$ cat src/rtl/qspi_host.sv
// Quad-SPI host: sends one framed transaction (cmd, addr, optional dummy, 32-bit data)
// per valid/ready request and returns read data with a one-cycle valid pulse.
`default_nettype none

module qspi_host #(
    parameter int CLK_DIV      = 2,
    parameter int DUMMY_CYCLES = 8,
    parameter int CS_IDLE      = 4
) (
    input  logic        clk_i,
    input  logic        reset_n_i,
    input  logic        req_valid_i,
    output logic        req_ready_o,
    input  logic        req_write_i,
    input  logic [7:0]  req_cmd_i,
    input  logic [31:0] req_addr_i,
    input  logic [31:0] req_wdata_i,
    output logic        rsp_valid_o,
    output logic [31:0] rsp_rdata_o,
    output logic        spi_cs_no,
    output logic        spi_sck_o,
    output logic [3:0]  spi_io_o,
    output logic        spi_io_oe_o,
    input  logic [3:0]  spi_io_i
);

    localparam logic [7:0] HP_LAST  = 8'(CLK_DIV - 1);
    localparam logic [4:0] DUMMY_N  = 5'(DUMMY_CYCLES);
    localparam int         GAP_W    = (CS_IDLE > 1) ? $clog2(CS_IDLE) : 1;
    localparam logic [GAP_W-1:0] GAP_LAST = GAP_W'(CS_IDLE - 1);

    typedef enum logic [3:0] {
        ST_IDLE     = 4'd0,
        ST_CS_SETUP = 4'd1,
        ST_CMD      = 4'd2,
        ST_ADDR     = 4'd3,
        ST_DUMMY    = 4'd4,
        ST_WDATA    = 4'd5,
        ST_RDATA    = 4'd6,
        ST_CS_HOLD  = 4'd7,
        ST_CS_GAP   = 4'd8
    } state_t;

    state_t           state_q;
    logic [7:0]       hp_q;
    logic [4:0]       cnt_q;
    logic [GAP_W-1:0] gap_q;
    logic [67:0]      tx_q;
    logic [31:0]      rx_q;
    logic             write_q;
    logic             ready_q;
    logic             rsp_valid_q;
    logic [31:0]      rdata_q;
    logic             cs_n_q;
    logic             sck_q;
    logic [3:0]       io_q;
    logic             oe_q;

    logic tick;
    assign tick = (hp_q == HP_LAST);

    always_ff @(posedge clk_i or negedge reset_n_i) begin
        if (!reset_n_i) begin
            state_q     <= ST_IDLE;
            hp_q        <= 8'd0;
            cnt_q       <= 5'd0;
            gap_q       <= '0;
            tx_q        <= '0;
            rx_q        <= 32'd0;
            write_q     <= 1'b0;
            ready_q     <= 1'b1;
            rsp_valid_q <= 1'b0;
            rdata_q     <= 32'd0;
            cs_n_q      <= 1'b1;
            sck_q       <= 1'b0;
            io_q        <= 4'd0;
            oe_q        <= 1'b0;
        end else begin
            rsp_valid_q <= 1'b0;
            hp_q        <= (tick || state_q == ST_IDLE) ? 8'd0 : hp_q + 8'd1;

            case (state_q)
                ST_IDLE: begin
                    if (req_valid_i) begin
                        write_q <= req_write_i;
                        tx_q    <= {req_cmd_i[3:0], req_addr_i, req_wdata_i};
                        io_q    <= req_cmd_i[7:4];
                        cs_n_q  <= 1'b0;
                        oe_q    <= 1'b1;
                        ready_q <= 1'b0;
                        state_q <= ST_CS_SETUP;
                    end
                end

                ST_CS_SETUP: begin
                    if (tick) begin
                        sck_q   <= 1'b1;
                        cnt_q   <= 5'd2;
                        state_q <= ST_CMD;
                    end
                end

                ST_CMD, ST_ADDR, ST_DUMMY, ST_WDATA, ST_RDATA: begin
                    if (tick) begin
                        if (!sck_q) begin
                            sck_q <= 1'b1;
                            if (state_q == ST_RDATA) begin
                                rx_q <= {rx_q[27:0], spi_io_i};
                            end
                        end else begin
                            // Falling edge: advance the outgoing nibble stream and the phase count.
                            sck_q <= 1'b0;
                            io_q  <= tx_q[67:64];
                            tx_q  <= {tx_q[63:0], 4'd0};
                            cnt_q <= cnt_q - 5'd1;
                            if (cnt_q == 5'd1) begin
                                case (state_q)
                                    ST_CMD: begin
                                        cnt_q   <= 5'd8;
                                        state_q <= ST_ADDR;
                                    end
                                    ST_ADDR: begin
                                        cnt_q <= 5'd8;
                                        if (write_q) begin
                                            state_q <= ST_WDATA;
                                        end else begin
                                            oe_q <= 1'b0;
                                            io_q <= 4'd0;
                                            tx_q <= '0;
                                            if (DUMMY_N != 5'd0) begin
                                                cnt_q   <= DUMMY_N;
                                                state_q <= ST_DUMMY;
                                            end else begin
                                                state_q <= ST_RDATA;
                                            end
                                        end
                                    end
                                    ST_DUMMY: begin
                                        cnt_q   <= 5'd8;
                                        state_q <= ST_RDATA;
                                    end
                                    default: begin
                                        io_q    <= 4'd0;
                                        state_q <= ST_CS_HOLD;
                                    end
                                endcase
                            end
                        end
                    end
                end

                ST_CS_HOLD: begin
                    if (tick) begin
                        cs_n_q      <= 1'b1;
                        oe_q        <= 1'b0;
                        io_q        <= 4'd0;
                        rsp_valid_q <= 1'b1;
                        if (!write_q) begin
                            rdata_q <= rx_q;
                        end
                        gap_q   <= GAP_LAST;
                        state_q <= ST_CS_GAP;
                    end
                end

                ST_CS_GAP: begin
                    if (gap_q == '0) begin
                        ready_q <= 1'b1;
                        state_q <= ST_IDLE;
                    end else begin
                        gap_q <= gap_q - GAP_W'(1);
                    end
                end

                default: begin
                    ready_q <= 1'b1;
                    cs_n_q  <= 1'b1;
                    sck_q   <= 1'b0;
                    oe_q    <= 1'b0;
                    state_q <= ST_IDLE;
                end
            endcase
        end
    end

    assign req_ready_o = ready_q;
    assign rsp_valid_o = rsp_valid_q;
    assign rsp_rdata_o = rdata_q;
    assign spi_cs_no   = cs_n_q;
    assign spi_sck_o   = sck_q;
    assign spi_io_o    = io_q;
    assign spi_io_oe_o = oe_q;

endmodule

`default_nettype wire

$ cat config.mk
export PLATFORM = sky130hd
export DESIGN_NAME = qspi_host
export DESIGN_NICKNAME = d
export VERILOG_FILES = /design/src/rtl/qspi_host.sv
export SDC_FILE = /design/constraint.sdc
export NUM_CORES = 1
export LEC_CHECK = 0
export ABC_CLOCK_PERIOD_IN_PS = 5400
export CORE_ASPECT_RATIO = 1.2
export CORE_MARGIN = 5
export CORE_UTILIZATION = 57
export CTS_BUF_LIST = sky130_fd_sc_hd__clkbuf_8 sky130_fd_sc_hd__clkbuf_16
export DETAILED_ROUTE_END_ITERATION = 6
export GPL_ROUTABILITY_DRIVEN = 0
export PLACE_DENSITY = 0.81
export SETUP_SLACK_MARGIN = 0.02
export SLEW_MARGIN = 20
export SYNTH_ARGS = -nofsm -noshare
export SYNTH_HDL_FRONTEND = slang
export SYNTH_SLANG_ARGS = --single-unit
$ cat constraint.sdc
create_clock -name clk_i -period 5.4 [get_ports clk_i]
set_input_delay 0.81 -clock clk_i [delete_from_list [all_inputs] [get_ports clk_i]]
set_output_delay 0.81 -clock clk_i [all_outputs]
set_load 0.01 [all_outputs]
# ---- After elaboration in Yosys (flattened, before gate mapping)
# Cells that the tools add are included.
dict set report op_classes {
  reduce_logical 26
  bitwise_logic 6
  eq_ne 20
  add_sub_neg 3
  mux 53
}
# cell count
set ops {}
lappend ops {{$mux W68} 6}
lappend ops {{$pmux W68 S2} 1}
lappend ops {{$mux W4} 13}
lappend ops {{$mux W5} 5}
lappend ops {{$ne A2 B2 Y1 const B} 10}
lappend ops {{$pmux W4 S5} 1}
lappend ops {{$eq A4 B3 Y1 const B} 4}
lappend ops {{$mux W1} 15}
lappend ops {{$reduce_and A3 Y1} 5}
lappend ops {{$reduce_or A7 Y1} 2}
lappend ops {{$pmux W4 S3} 1}
lappend ops {{$reduce_and A4 Y1} 3}
lappend ops {{$pmux W5 S2} 1}
lappend ops {{$pmux W1 S3} 3}
lappend ops {{$pmux W3 S3} 1}
lappend ops {{$add A8 B1 Y8 const B} 1}
lappend ops {{$eq A4 B2 Y1 const B} 2}
lappend ops {{$eq A8 B1 Y1 const B} 1}
lappend ops {{$mux W8} 1}
lappend ops {{$pmux W4 S2} 1}
lappend ops {{$reduce_and A8 Y1} 1}
lappend ops {{$reduce_and A7 Y1} 1}
lappend ops {{$not A1 Y1} 6}
lappend ops {{$reduce_bool A2 Y1} 3}
lappend ops {{other kinds (17)} 20}
dict set report totals {
  register_bits 161
}

# ---- Depth between registers and ports, before layout
dict set report logic_depth {
  word_depth 7
  ltp_mapped 9
}

# ---- Least setup slack after synthesis
# No wires, ideal clock.
dict set report synth_timing {
  path_kind {reg2reg}
  from {register hp_q[1]}
  to {register rdata_q[0], in the netlist rsp_rdata_o[0]}
  setup_ns 0.125
  stages_incl_launch_ff 10
  arrival_ns 2.434
  slack_ns 2.841
  cell_sequence {dfrtp_1 -> inv_1 -> ha_1 -> or4b_4 -> or2_1 -> buf_6 -> or4_4 -> buf_6 -> buf_12 -> mux2_4}
}
dict set report synth_between {
  elab_chain_len 2
}
# item line
set synth_lines {}
lappend synth_lines {{start: declaration} 45} ;# logic [7:0] hp_q;
lappend synth_lines {{start signal: assignment} 80} ;# hp_q <= (tick || state_q == ST_IDLE) ? 8'd0 : hp_q + 8'd1;
lappend synth_lines {{$eq A8 B1 Y1} 60} ;# assign tick = (hp_q == HP_LAST);
lappend synth_lines {{$reduce_and A3 Y1 (no line)} -}
lappend synth_lines {{end signal: assignment} 159} ;# rdata_q <= rx_q;
lappend synth_lines {{end: declaration} 53} ;# logic [31:0] rdata_q;
# Every way passes these cells.
# A chain may end at the register's enable or synchronous reset.

# ---- Worst setup path in the final report
dict set report layout_timing {
  from {register state_q[3]}
  to {register tx_q[49]}
}
dict set report layout_between {
  elab_chain_len 6
  elab_cells_between_ends 17
}
# item line
set layout_lines {}
lappend layout_lines {{start: declaration} 44} ;# state_t state_q;
lappend layout_lines {{start signal: assignment} 64} ;# state_q <= ST_IDLE;
lappend layout_lines {{start signal: assignment} 91} ;# state_q <= ST_CS_SETUP;
lappend layout_lines {{start signal: assignment} 99} ;# state_q <= ST_CMD;
lappend layout_lines {{$eq A4 B2 Y1} {82, 117}}
lappend layout_lines {{$mux W68} 117} ;# case (state_q)
lappend layout_lines {{$mux W68} 116} ;# if (cnt_q == 5'd1) begin
lappend layout_lines {{$mux W68} 105} ;# if (!sck_q) begin
lappend layout_lines {{$mux W68} 104} ;# if (tick) begin
lappend layout_lines {{$pmux W68 S2} 82} ;# case (state_q)
lappend layout_lines {{end signal: assignment} 86} ;# tx_q <= {req_cmd_i[3:0], req_addr_i, req_wdata_i};
lappend layout_lines {{end signal: assignment} 114} ;# tx_q <= {tx_q[63:0], 4'd0};
lappend layout_lines {{end: declaration} 48} ;# logic [67:0] tx_q;
# Parallel ways exist; a longest one is shown, timed or not. The select of a mux whose other input is x is not followed.

==> impl_metrics.yaml <==
grt:
  antenna_found_initial: 0
  grt_max_degree: 137
  grt_overflow_total: 0
  grt_pass1_vias: 5314
  grt_pass1_wl_mm: 26.5
  track_usage_pct: 22.0
timing:
  finalCritPeriodShare_pct: 54.0
  fin_tns_setup_ps: 0
  finalHoldViolations: 0
  rsz0062_at_grt: "false"
  finalClockSkew_ps: 7.04
  worstMarginPinSlew_ps: 939
  min_period_ps: 2910
  max_freq_ghz: 0.343
  slew_headroom_pct: 36.8
  slew_viol_final: 0
  setup_viol: 0
worst_setup_path:
  cp-end-kind: "register"
  r2r_start: "state_q[3]"
  arrival_ps: 3170
  crit_path_start_kind: "register"
  worst-path-max-fanout: 136
  reg2reg_depth: 6
  path_class: "register to register"
  slowest_stage: "nor4_1"
  cpPeakStageDelay_ps: 790
  r2r-end: "tx_q[49]"
  cp_cell_sequence: "o21bai_1, nor4_1, o22ai_4, buf_6, nand2_1, o21ai_0"
  crit_required_ps: 5650
  r2r_slack_ps: 2490
worst_hold_path:
  hold_depth: 1
  worst_hold_path_type: "register to register"
  worstHoldStart: "gap_q[0]"
  min_to: "gap_q[0]"
detailed_routing:
  vias: 5157
  wire_per_inst_um: 17.3
  vias_per_cell: 5.77
  drt_iter0_drc: 336
  drc_errors: 0
  final_antenna_net_count: 0
  dr.pass1.iters: 6
  routed_wl_mm: 15.5
yosys:
  syn-num-nets: 712
  synth_edf_count: 0
  seq_area_frac_synth_pct: 56.3
  synth_top_area_share_pct: 55.6
  yosysWarnings: 0
  synth_cells: 627
  ys_async_sr_fraction_pct: 100
  ys_top_cells_by_area: "dfrtp_1 (56%), a22oi_1 (6.8%), mux2_4 (6.3%), mux2_2 (6.1%), o21ai_0 (5.2%)"
  synth_top_area_cell: "dfrtp_1"
  ys_ff_latch: 161
  synthFlopType: "dfrtp_1"
  netlist_area_mm2: 0.00716
  avgSynthCellArea_um2: 11.4
  yosysUniqueCellTypes: 52
cts:
  clk_pin_slew_ps: 60
  cts_setup_buffers: 0
  cts_made_buffers: 17
  cts_tree: "done"
  clk_root_buffer_cell: "clkbuf_16"
  cts_sinks: 161
  clockBufferDepth: 2
  clock_latency_ps: 420
  cts_resized: 0
  htreeDepth: 4
  cts_hold_buffers: 0
finish:
  n_antenna_cell: 0
  final_common_cell: "dfrtp_1"
  area_growth_pct: 25.7
  instances_no_fill: 893
  nets: 809
  final_util_pct: 73.6
  layout_common_cells: "dfrtp_1 (159), clkdlybuf4s50_1 (119), nand2_1 (83), o21ai_0 (75), a22oi_1 (65)"
  drive_gt1_share_pct: 15.8
placed_design:
  dp.cells: 866
  dpl.hpwl_mm: 10.2
  port_buffers: 120
die:
  die_w_um: 112
  std_cell_rows: 44
  die_y_um: 133
  start_util_pct: 58.5
  core_mm2: 0.0122
  ios: 121
  dieArea_mm2: 0.0149
power:
  leakage_nw: 4.02
  p_total_w: 0.00253
  power_density_mw_per_mm2: 281
  ir_drop_mv: 0.230
outcome:
  outcome: "completed"
flow_run:
  maxCapViolations: 0
## metal layers
layer  vias up  GRT usage (%)  routed length [µm]
met3        14           6.12                 932
met4         0           7.01                 197
met1      2559           28.9                6590
li1       2426              -                   -
met5         -              0                   0
met2       158           35.8                7750
## area by class of cell
class                   instances  area (µm²)
clock buffers                  20         467
clock inverters                 7         136
inverters                      10        37.5
well taps                     161         201
repair buffers                125        1250
flip-flops and latches        161        4030
multi-input cells             409        2880
fillers                       863        3230
## report_power, final
group / total (W) / switching, W / internal (W)
registers: 0.00121 / 0 / 0.00121
clock network: 0.00124 / 0.000443 / 0.000795
logic: 0.0000840 / 0.0000331 / 0.0000509
total: 0.00253 / 0.000476 / 0.00205
## sequential cells by signal (all words and copies together), names as in the netlist
| name | count |
|---|---|
| cnt_q | 5 |
| gap_q | 2 |
| hp_q | 8 |
| req_ready_o | 1 |
| rsp_rdata_o | 32 |
| rsp_valid_o | 1 |
| rx_q | 32 |
| spi_cs_no | 1 |
| spi_io_o | 4 |
| spi_io_oe_o | 1 |
| spi_sck_o | 1 |
| state_q | 4 |
| tx_q | 68 |
| write_q | 1 |
## worst max path at each step
stage,slack (ps),from,cells past startpoint,to
finish,2490,state_q[3],6,tx_q[49]
floorplan,2840,hp_q[1],9,rsp_rdata_o[0]
detailed placement,2310,req_valid_i,6,tx_q[60]
global placement,2410,req_valid_i,6,tx_q[27]
global route,2280,state_q[3],5,tx_q[49]
CTS,2310,state_q[3],5,tx_q[49]
## cell families (layout without fill, tap and decap cells)
| group | count (synthesis) | count (layout) | synth area share, % |
|---|---|---|---|
| AOI/OAI and AO/OA | 176 | 176 | 15.8 |
| xor gates and xnor gates | 9 | 9 | 1.10 |
| adders and majority gates | 5 | 5 | 0.874 |
| buffers and inverters | 57 | 162 | 3.95 |
| DFF | 161 | 161 | 56.3 |
| muxes | 69 | 69 | 12.4 |
| and+or+nand+nor | 150 | 150 | 9.53 |
## critical path, delay by kind of cell, from the launching register on
kind            cells  cell delay (ps)
compound gates      3              690
buf+inv             1              340
flops               1              690
simple gates        2              960
## Yosys cell counts (2+ instances only)
cell type    n
dfrtp_1    159
nand2_1     83
o21ai_0     75
a22oi_1     65
mux2_2      39
clkbuf_1    38
mux2_4      30
nor2_1      22
inv_1       10
a21oi_1      8
nand3_1      8
nand2b_1     7
nor3_1       7
xor2_1       6
ha_1         5
a22o_1       4
buf_2        4
o22ai_1      4
and3_1       3
buf_12       3
nor4_1       3
or2_2        3
or3_1        3
xnor2_1      3
a31oi_1      2
buf_6        2
dfstp_2      2
nor2b_1      2
nor3b_1      2
o2bb2ai_1    2
or4_4        2
## metrics by stage
step           hold WS [ps]  worst slack [ps]  instance area, µm²
2_1_floorplan           445              2840                7160
3_3_place_gp            458              2410                8390
3_5_place_dp            471              2310                8390
4_1_cts                 481              2310                8990
5_1_grt                 499              2280                8990
6_report                475              2490                8990
(Power assumes the default switching activity.)
